[config.mk]
export PLATFORM = sky130hd
export DESIGN_NAME = seg7_signed_scan
export DESIGN_NICKNAME = d
export VERILOG_FILES = /design/src/rtl/seg7_signed_scan.sv
export SDC_FILE = /design/constraint.sdc
export NUM_CORES = 1
export LEC_CHECK = 0
export ABC_AREA = 1
export BUFFER_PORTS_ARGS = -buffer_cell sky130_fd_sc_hd__buf_2
export CAP_MARGIN = 10
export CORE_UTILIZATION = 65
export DETAILED_ROUTE_END_ITERATION = 10
export GPL_TIMING_DRIVEN = 0
export PLACE_DENSITY_LB_ADDON = 0.25
export SETUP_SLACK_MARGIN = 0.3
export SLEW_MARGIN = 20
export SYNTH_ARGS = -nofsm -noshare
export SYNTH_HDL_FRONTEND = slang
export SYNTH_SLANG_ARGS = --single-unit
export TNS_END_PERCENT = 50
[constraint.sdc]
create_clock -name clk_100MHz -period 6.65 [get_ports clk_100MHz]
set_clock_uncertainty 0.1 [all_clocks]
set_input_delay 1.33 -clock clk_100MHz [delete_from_list [all_inputs] [get_ports clk_100MHz]]
set_output_delay 1.33 -clock clk_100MHz [all_outputs]
set_load 0.005 [all_outputs]
[src/rtl/seg7_signed_scan.sv]
// Multiplexed seven-segment driver for signed samples: sequential shift-add-3 binary-to-BCD
// conversion behind a load/busy handshake, sign on the top digit. Define SEG7_LZB_EN for leading-zero blanking.
`timescale 1ns/1ps

module seg7_signed_scan #(
    parameter int DIGITS         = 4,
    parameter int IN_W           = 9,
    parameter int REFRESH_CYCLES = 100_000
) (
    input  logic              clk_100MHz,
    input  logic              reset,
    input  logic [IN_W-1:0]   value,
    input  logic              load,
    output logic              busy,
    output logic              overflow,
    output logic [0:6]        seg,
    output logic [DIGITS-1:0] digit
);

    localparam int MAG_D = DIGITS - 1;
    localparam int BCD_W = 4 * MAG_D;
    localparam int CNT_W = $clog2(IN_W + 1);
    localparam int TMR_W = (REFRESH_CYCLES > 1) ? $clog2(REFRESH_CYCLES) : 1;
    localparam int SEL_W = $clog2(DIGITS);

    localparam logic [CNT_W-1:0]  LAST_ITER = CNT_W'(IN_W - 1);
    localparam logic [CNT_W-1:0]  CNT_ONE   = CNT_W'(1'b1);
    localparam logic [TMR_W-1:0]  TMR_LAST  = TMR_W'(REFRESH_CYCLES - 1);
    localparam logic [TMR_W-1:0]  TMR_ONE   = TMR_W'(1'b1);
    localparam logic [SEL_W-1:0]  SEL_LAST  = SEL_W'(DIGITS - 1);
    localparam logic [SEL_W-1:0]  SEL_ONE   = SEL_W'(1'b1);
    localparam logic [IN_W-1:0]   IN_ONE    = IN_W'(1'b1);
    localparam logic [DIGITS-1:0] DIG_ONE   = DIGITS'(1'b1);

    typedef enum logic [1:0] {
        IDLE    = 2'd0,
        CONVERT = 2'd1,
        DONE    = 2'd2
    } state_t;

    state_t           state_r, state_next_s;
    logic             busy_r;
    logic [IN_W-1:0]  mag_r, mag_in_s;
    logic             sign_r;
    logic [BCD_W-1:0] bcd_r, bcd_adj_s, bcd_shift_s;
    logic             shift_out_s;
    logic             ovf_r;
    logic [CNT_W-1:0] iter_r;
    logic [BCD_W-1:0] disp_bcd_r;
    logic             disp_sign_r;
    logic             overflow_r;
    logic [TMR_W-1:0] timer_r;
    logic [SEL_W-1:0] sel_r;
    logic [3:0]       cur_nib_s;
    logic [0:6]       seg_s;
    logic [DIGITS-1:0] digit_s;

    function automatic logic [0:6] seg_of_digit(input logic [3:0] d);
        case (d)
            4'd0:    seg_of_digit = 7'b0000001;
            4'd1:    seg_of_digit = 7'b1001111;
            4'd2:    seg_of_digit = 7'b0010010;
            4'd3:    seg_of_digit = 7'b0000110;
            4'd4:    seg_of_digit = 7'b1001100;
            4'd5:    seg_of_digit = 7'b0100100;
            4'd6:    seg_of_digit = 7'b0100000;
            4'd7:    seg_of_digit = 7'b0001111;
            4'd8:    seg_of_digit = 7'b0000000;
            4'd9:    seg_of_digit = 7'b0000100;
            default: seg_of_digit = 7'b1111111;
        endcase
    endfunction

    // Magnitude of the incoming sample; the most negative input maps exactly onto IN_W bits.
    always_comb begin
        if (value[IN_W-1]) begin
            mag_in_s = ~value + IN_ONE;
        end else begin
            mag_in_s = value;
        end
    end

    // One shift-add-3 step: correct every nibble >= 5, then shift in the next magnitude bit.
    always_comb begin
        bcd_adj_s = bcd_r;
        for (int i = 0; i < MAG_D; i++) begin
            if (bcd_r[4*i +: 4] >= 4'd5) begin
                bcd_adj_s[4*i +: 4] = bcd_r[4*i +: 4] + 4'd3;
            end else begin
                bcd_adj_s[4*i +: 4] = bcd_r[4*i +: 4];
            end
        end
        bcd_shift_s = {bcd_adj_s[BCD_W-2:0], mag_r[IN_W-1]};
        shift_out_s = bcd_adj_s[BCD_W-1];
    end

    // Conversion FSM next-state logic.
    always_comb begin
        state_next_s = state_r;
        case (state_r)
            IDLE: begin
                if (load) begin
                    state_next_s = CONVERT;
                end else begin
                    state_next_s = IDLE;
                end
            end
            CONVERT: begin
                if (iter_r == LAST_ITER) begin
                    state_next_s = DONE;
                end else begin
                    state_next_s = CONVERT;
                end
            end
            DONE:    state_next_s = IDLE;
            default: state_next_s = IDLE;
        endcase
    end

    // Conversion FSM state, working registers and display registers.
    always_ff @(posedge clk_100MHz or posedge reset) begin
        if (reset) begin
            state_r     <= IDLE;
            busy_r      <= 1'b0;
            mag_r       <= '0;
            sign_r      <= 1'b0;
            bcd_r       <= '0;
            ovf_r       <= 1'b0;
            iter_r      <= '0;
            disp_bcd_r  <= '0;
            disp_sign_r <= 1'b0;
            overflow_r  <= 1'b0;
        end else begin
            state_r <= state_next_s;
            busy_r  <= (state_next_s != IDLE);
            case (state_r)
                IDLE: begin
                    if (load) begin
                        sign_r <= value[IN_W-1];
                        mag_r  <= mag_in_s;
                        bcd_r  <= '0;
                        ovf_r  <= 1'b0;
                        iter_r <= '0;
                    end
                end
                CONVERT: begin
                    bcd_r  <= bcd_shift_s;
                    mag_r  <= {mag_r[IN_W-2:0], 1'b0};
                    ovf_r  <= ovf_r | shift_out_s;
                    iter_r <= iter_r + CNT_ONE;
                end
                DONE: begin
                    disp_bcd_r  <= bcd_r;
                    disp_sign_r <= sign_r;
                    overflow_r  <= ovf_r;
                end
                default: begin
                    iter_r <= '0;
                end
            endcase
        end
    end

    // Refresh timer and digit scan pointer; free-running, independent of conversion.
    always_ff @(posedge clk_100MHz or posedge reset) begin
        if (reset) begin
            timer_r <= '0;
            sel_r   <= '0;
        end else if (timer_r == TMR_LAST) begin
            timer_r <= '0;
            sel_r   <= (sel_r == SEL_LAST) ? '0 : sel_r + SEL_ONE;
        end else begin
            timer_r <= timer_r + TMR_ONE;
        end
    end

`ifdef SEG7_LZB_EN
    logic upper_nz_s;

    // Any non-zero magnitude digit at or above the lit position keeps it visible.
    always_comb begin
        upper_nz_s = 1'b0;
        for (int i = 0; i < MAG_D; i++) begin
            if ((SEL_W'(i) >= sel_r) && (disp_bcd_r[4*i +: 4] != 4'd0)) begin
                upper_nz_s = 1'b1;
            end else begin
                upper_nz_s = upper_nz_s;
            end
        end
    end
`endif

    // Anode select and segment pattern for the currently lit digit.
    always_comb begin
        digit_s   = ~(DIG_ONE << sel_r);
        cur_nib_s = 4'd0;
        for (int i = 0; i < MAG_D; i++) begin
            if (SEL_W'(i) == sel_r) begin
                cur_nib_s = disp_bcd_r[4*i +: 4];
            end else begin
                cur_nib_s = cur_nib_s;
            end
        end
        if (sel_r == SEL_LAST) begin
            seg_s = disp_sign_r ? 7'b1111110 : 7'b1111111;
        end else if (overflow_r) begin
            seg_s = 7'b0110000;
`ifdef SEG7_LZB_EN
        end else if ((sel_r != '0) && !upper_nz_s) begin
            seg_s = 7'b1111111;
`endif
        end else begin
            seg_s = seg_of_digit(cur_nib_s);
        end
    end

    assign busy     = busy_r;
    assign overflow = overflow_r;
    assign seg      = seg_s;
    assign digit    = digit_s;

endmodule

==> impl_metrics.ini <==
[yosys]
yosysTopAreaCell = dfrtp_1
synth_seq_cells = 63
synthArstFlopShare_pct = 100.0
synth_cell_type_count = 41
synthCells = 458
synth_top_cells_by_count = 87 x nand2_1, 67 x inv_1, 63 x dfrtp_1, 49 x o21ai_0, 39 x nor2_1
syn_area_per_cell_um2 = 7.969
synth_ff_type = dfrtp_1
seq_area_frac_synth_pct = 43.20
yosysWarnings = 0
synth_edf_count = 0
synth_nets = 487
synth_area_leaders = dfrtp_1 43%, nand2_1 8.9%, inv_1 6.9%, o21ai_0 6.7%, ha_1 5.8%
yosysTopAreaCellShare_pct = 43.20
synthMostInstantiatedCell = nand2_1
synth_area_um2 = 3650

[timing]
finalSetupViolations = 0
rsz0062_at_grt = false
maxSlewHeadroom_pct = 69.32
drv_slew = 0
worstMarginPinSlew_ns = 0.4564
fin_ws_ns = 2.835
whs_ns = 0.3599
fin_tns_setup_ns = 0
finalCriticalPeriod_ns = 3.815
fmax_ghz = 0.2621
post-route-period-util_pct = 57.37
final_hold_viol_count = 0

[placement]
hpwlAfterDp_um = 5269
portBuffers = 24
globalplace.congestion = 0.8790
place_ws_ns = 3.209

[power_and_ir_drop]
p_leak_uw = 0.002099
power_uw = 1630
max-vdd-ir-drop_v = 0.0003473
powerDensity_nw_per_um2 = 397.8

[detailed_routing]
antenna_left = 0
drt-pass1-iter-count = 5
first_iter_violations = 185
remaining_drc_errors = 0
vias = 3076
wire_per_inst_um = 12.71
wirelength_um = 7217
via_per_inst = 5.415

[run_status]
status = complete, no violations

[clock_network]
cts_tree = yes
htreeDepth = 3
post_cts_buffers = 0
cts_root_buf = clkbuf_8
cts_buffers = 9
cts_resized = 0
hold_buffers = 0
clkSinkCount = 63
cts.clk_slew.worst_paths_ns = 0.07
insertion_delay_ns = 0.35
cts.path.max_buffers = 2

[setup_path]
end_kind = primary output
critPathArrivalTime_ns = 2.38
critPathKind = flip-flop to primary output
r2r_slack_ns = 4.89
r2r_end = bcd_r[5]
start_kind = flip-flop
r2r_start = bcd_r[4]
rr_worst_depth = 8
crit_required_ns = 5.22
crit_path_max_fanout = 7

[global_routing]
grt_pass1_wl_um = 13170
grt_pass1_vias = 3049
gr-total-overflow = 0
antenna_found_initial = 0
grtUsageTotal_pct = 28.09
grt_max_degree = 54

[floorplanning]
core_area_um2 = 5270
fp.dieH_um = 76.94
rows = 26
io_pins = 25
start_util_pct = 69.25
dieWidth_um = 76.94
fp.dieArea_um2 = 5919

[cells_and_area]
final_nets = 523
fill_cells = 374
regArea_um2 = 1577
drive_above_1_share_pct = 14.86
diodes = 0
multi_input_area_um2 = 1748
area_delta_synth_final_pct = 12.27

[min_path]
whs_endpoint = timer_r[0]
hold_class = flip-flop to flip-flop
worstHoldPathCells = 1
hp-start = timer_r[0]

[run]
max_cap_viol_count = 0
[final cells by class]
| type | count | area share [%] |
|---|---|---|
| multi-input combinational | 313 | 42.66 |
| sequential | 63 | 38.47 |
| inverter | 74 | 6.870 |
| timing repair buffer | 25 | 3.603 |
| clock buffer | 9 | 3.023 |
| tap | 70 | 2.137 |
| clock inverter | 6 | 2.107 |
| buffer | 8 | 1.130 |
[kinds of logic (layout without fill, tap and decap cells)]
| group | count (synthesis) | after routing | share of synthesized area [%] |
|---|---|---|---|
| adders and majority gates | 17 | 17 | 5.828 |
| and+or+nand+nor | 192 | 192 | 24.27 |
| muxes | 1 | 1 | 0.3085 |
| AOI/OAI and AO/OA | 90 | 90 | 14.36 |
| DFF | 63 | 63 | 43.20 |
| buffers and inverters | 82 | 122 | 8.913 |
| xor gates and xnor gates | 13 | 13 | 3.120 |
[worst max-delay path, stage by stage (launching register included)]
cell     delay (ns)
dfrtp_1        0.43
inv_1          0.10
ha_1           0.26
inv_2          0.09
or2_0          0.25
nand2_4        0.12
inv_1          0.05
ha_1           0.27
nand3_1        0.11
nand3_1        0.10
nand2_1        0.05
nand2_1        0.05
nand2_1        0.04
buf_2          0.12
[power by group]
group	switching, uW	internal [uW]	total (uW)
combinational	421	262	683
sequential	79.2	511	590
clock	149	208	357
[worst max path at each step]
stage,slack [ns],to,cells past startpoint,startpoint
finish,2.84,seg[3],13,sel_r[0]
global route,2.68,seg[3],13,sel_r[0]
CTS,2.82,seg[3],13,sel_r[0]
detailed placement,3.21,seg[3],13,sel_r[0]
global placement,2.96,bcd_r[8],2,reset
floorplan,3.46,seg[3],12,sel_r[0]
[metrics by stage]
stage                     instance area (um^2)  instances  util [%]
after floorplan                           3650        458         -
after global placement                    3857        552     73.20
after detailed placement                  3887        553     73.77
after CTS                                 4098        568     77.75
after global routing                      4098        568     77.75
final                                     4098        568     77.75
[registers in the layout, summed over array words and instances (netlist names)]
signal / flops
sign_r: 1
mag_r: 9
ovf_r: 1
busy: 1
timer_r: 17
iter_r: 4
sel_r: 2
overflow: 1
disp_bcd_r: 12
state_r: 2
disp_sign_r: 1
bcd_r: 12
[cells in the final DEF (no fill, tap or decap), types with 4 or more instances in the layout]
cell	instances
nand3_1	36
clkbuf_8	9
nor2_1	39
inv_1	66
nand2_2	4
nand2_1	87
nand4_1	8
xor2_1	11
a21oi_1	20
o22ai_1	5
inv_2	6
o21ai_1	5
nand3b_1	4
buf_2	28
dfrtp_1	63
ha_1	17
o21ai_0	49
[per-layer routing]
| metal | GRT usage [%] | routed length (um) | vias to the layer above |
|---|---|---|---|
| met5 | 0 | 0 | - |
| met4 | 10.77 | 138 | 0 |
| met3 | 6.786 | 348 | 17 |
| met2 | 47.59 | 3443 | 83 |
| met1 | 34.52 | 3285 | 1413 |
| li1 | - | - | 1563 |
Note: power is estimated with default switching activity, not from simulation.
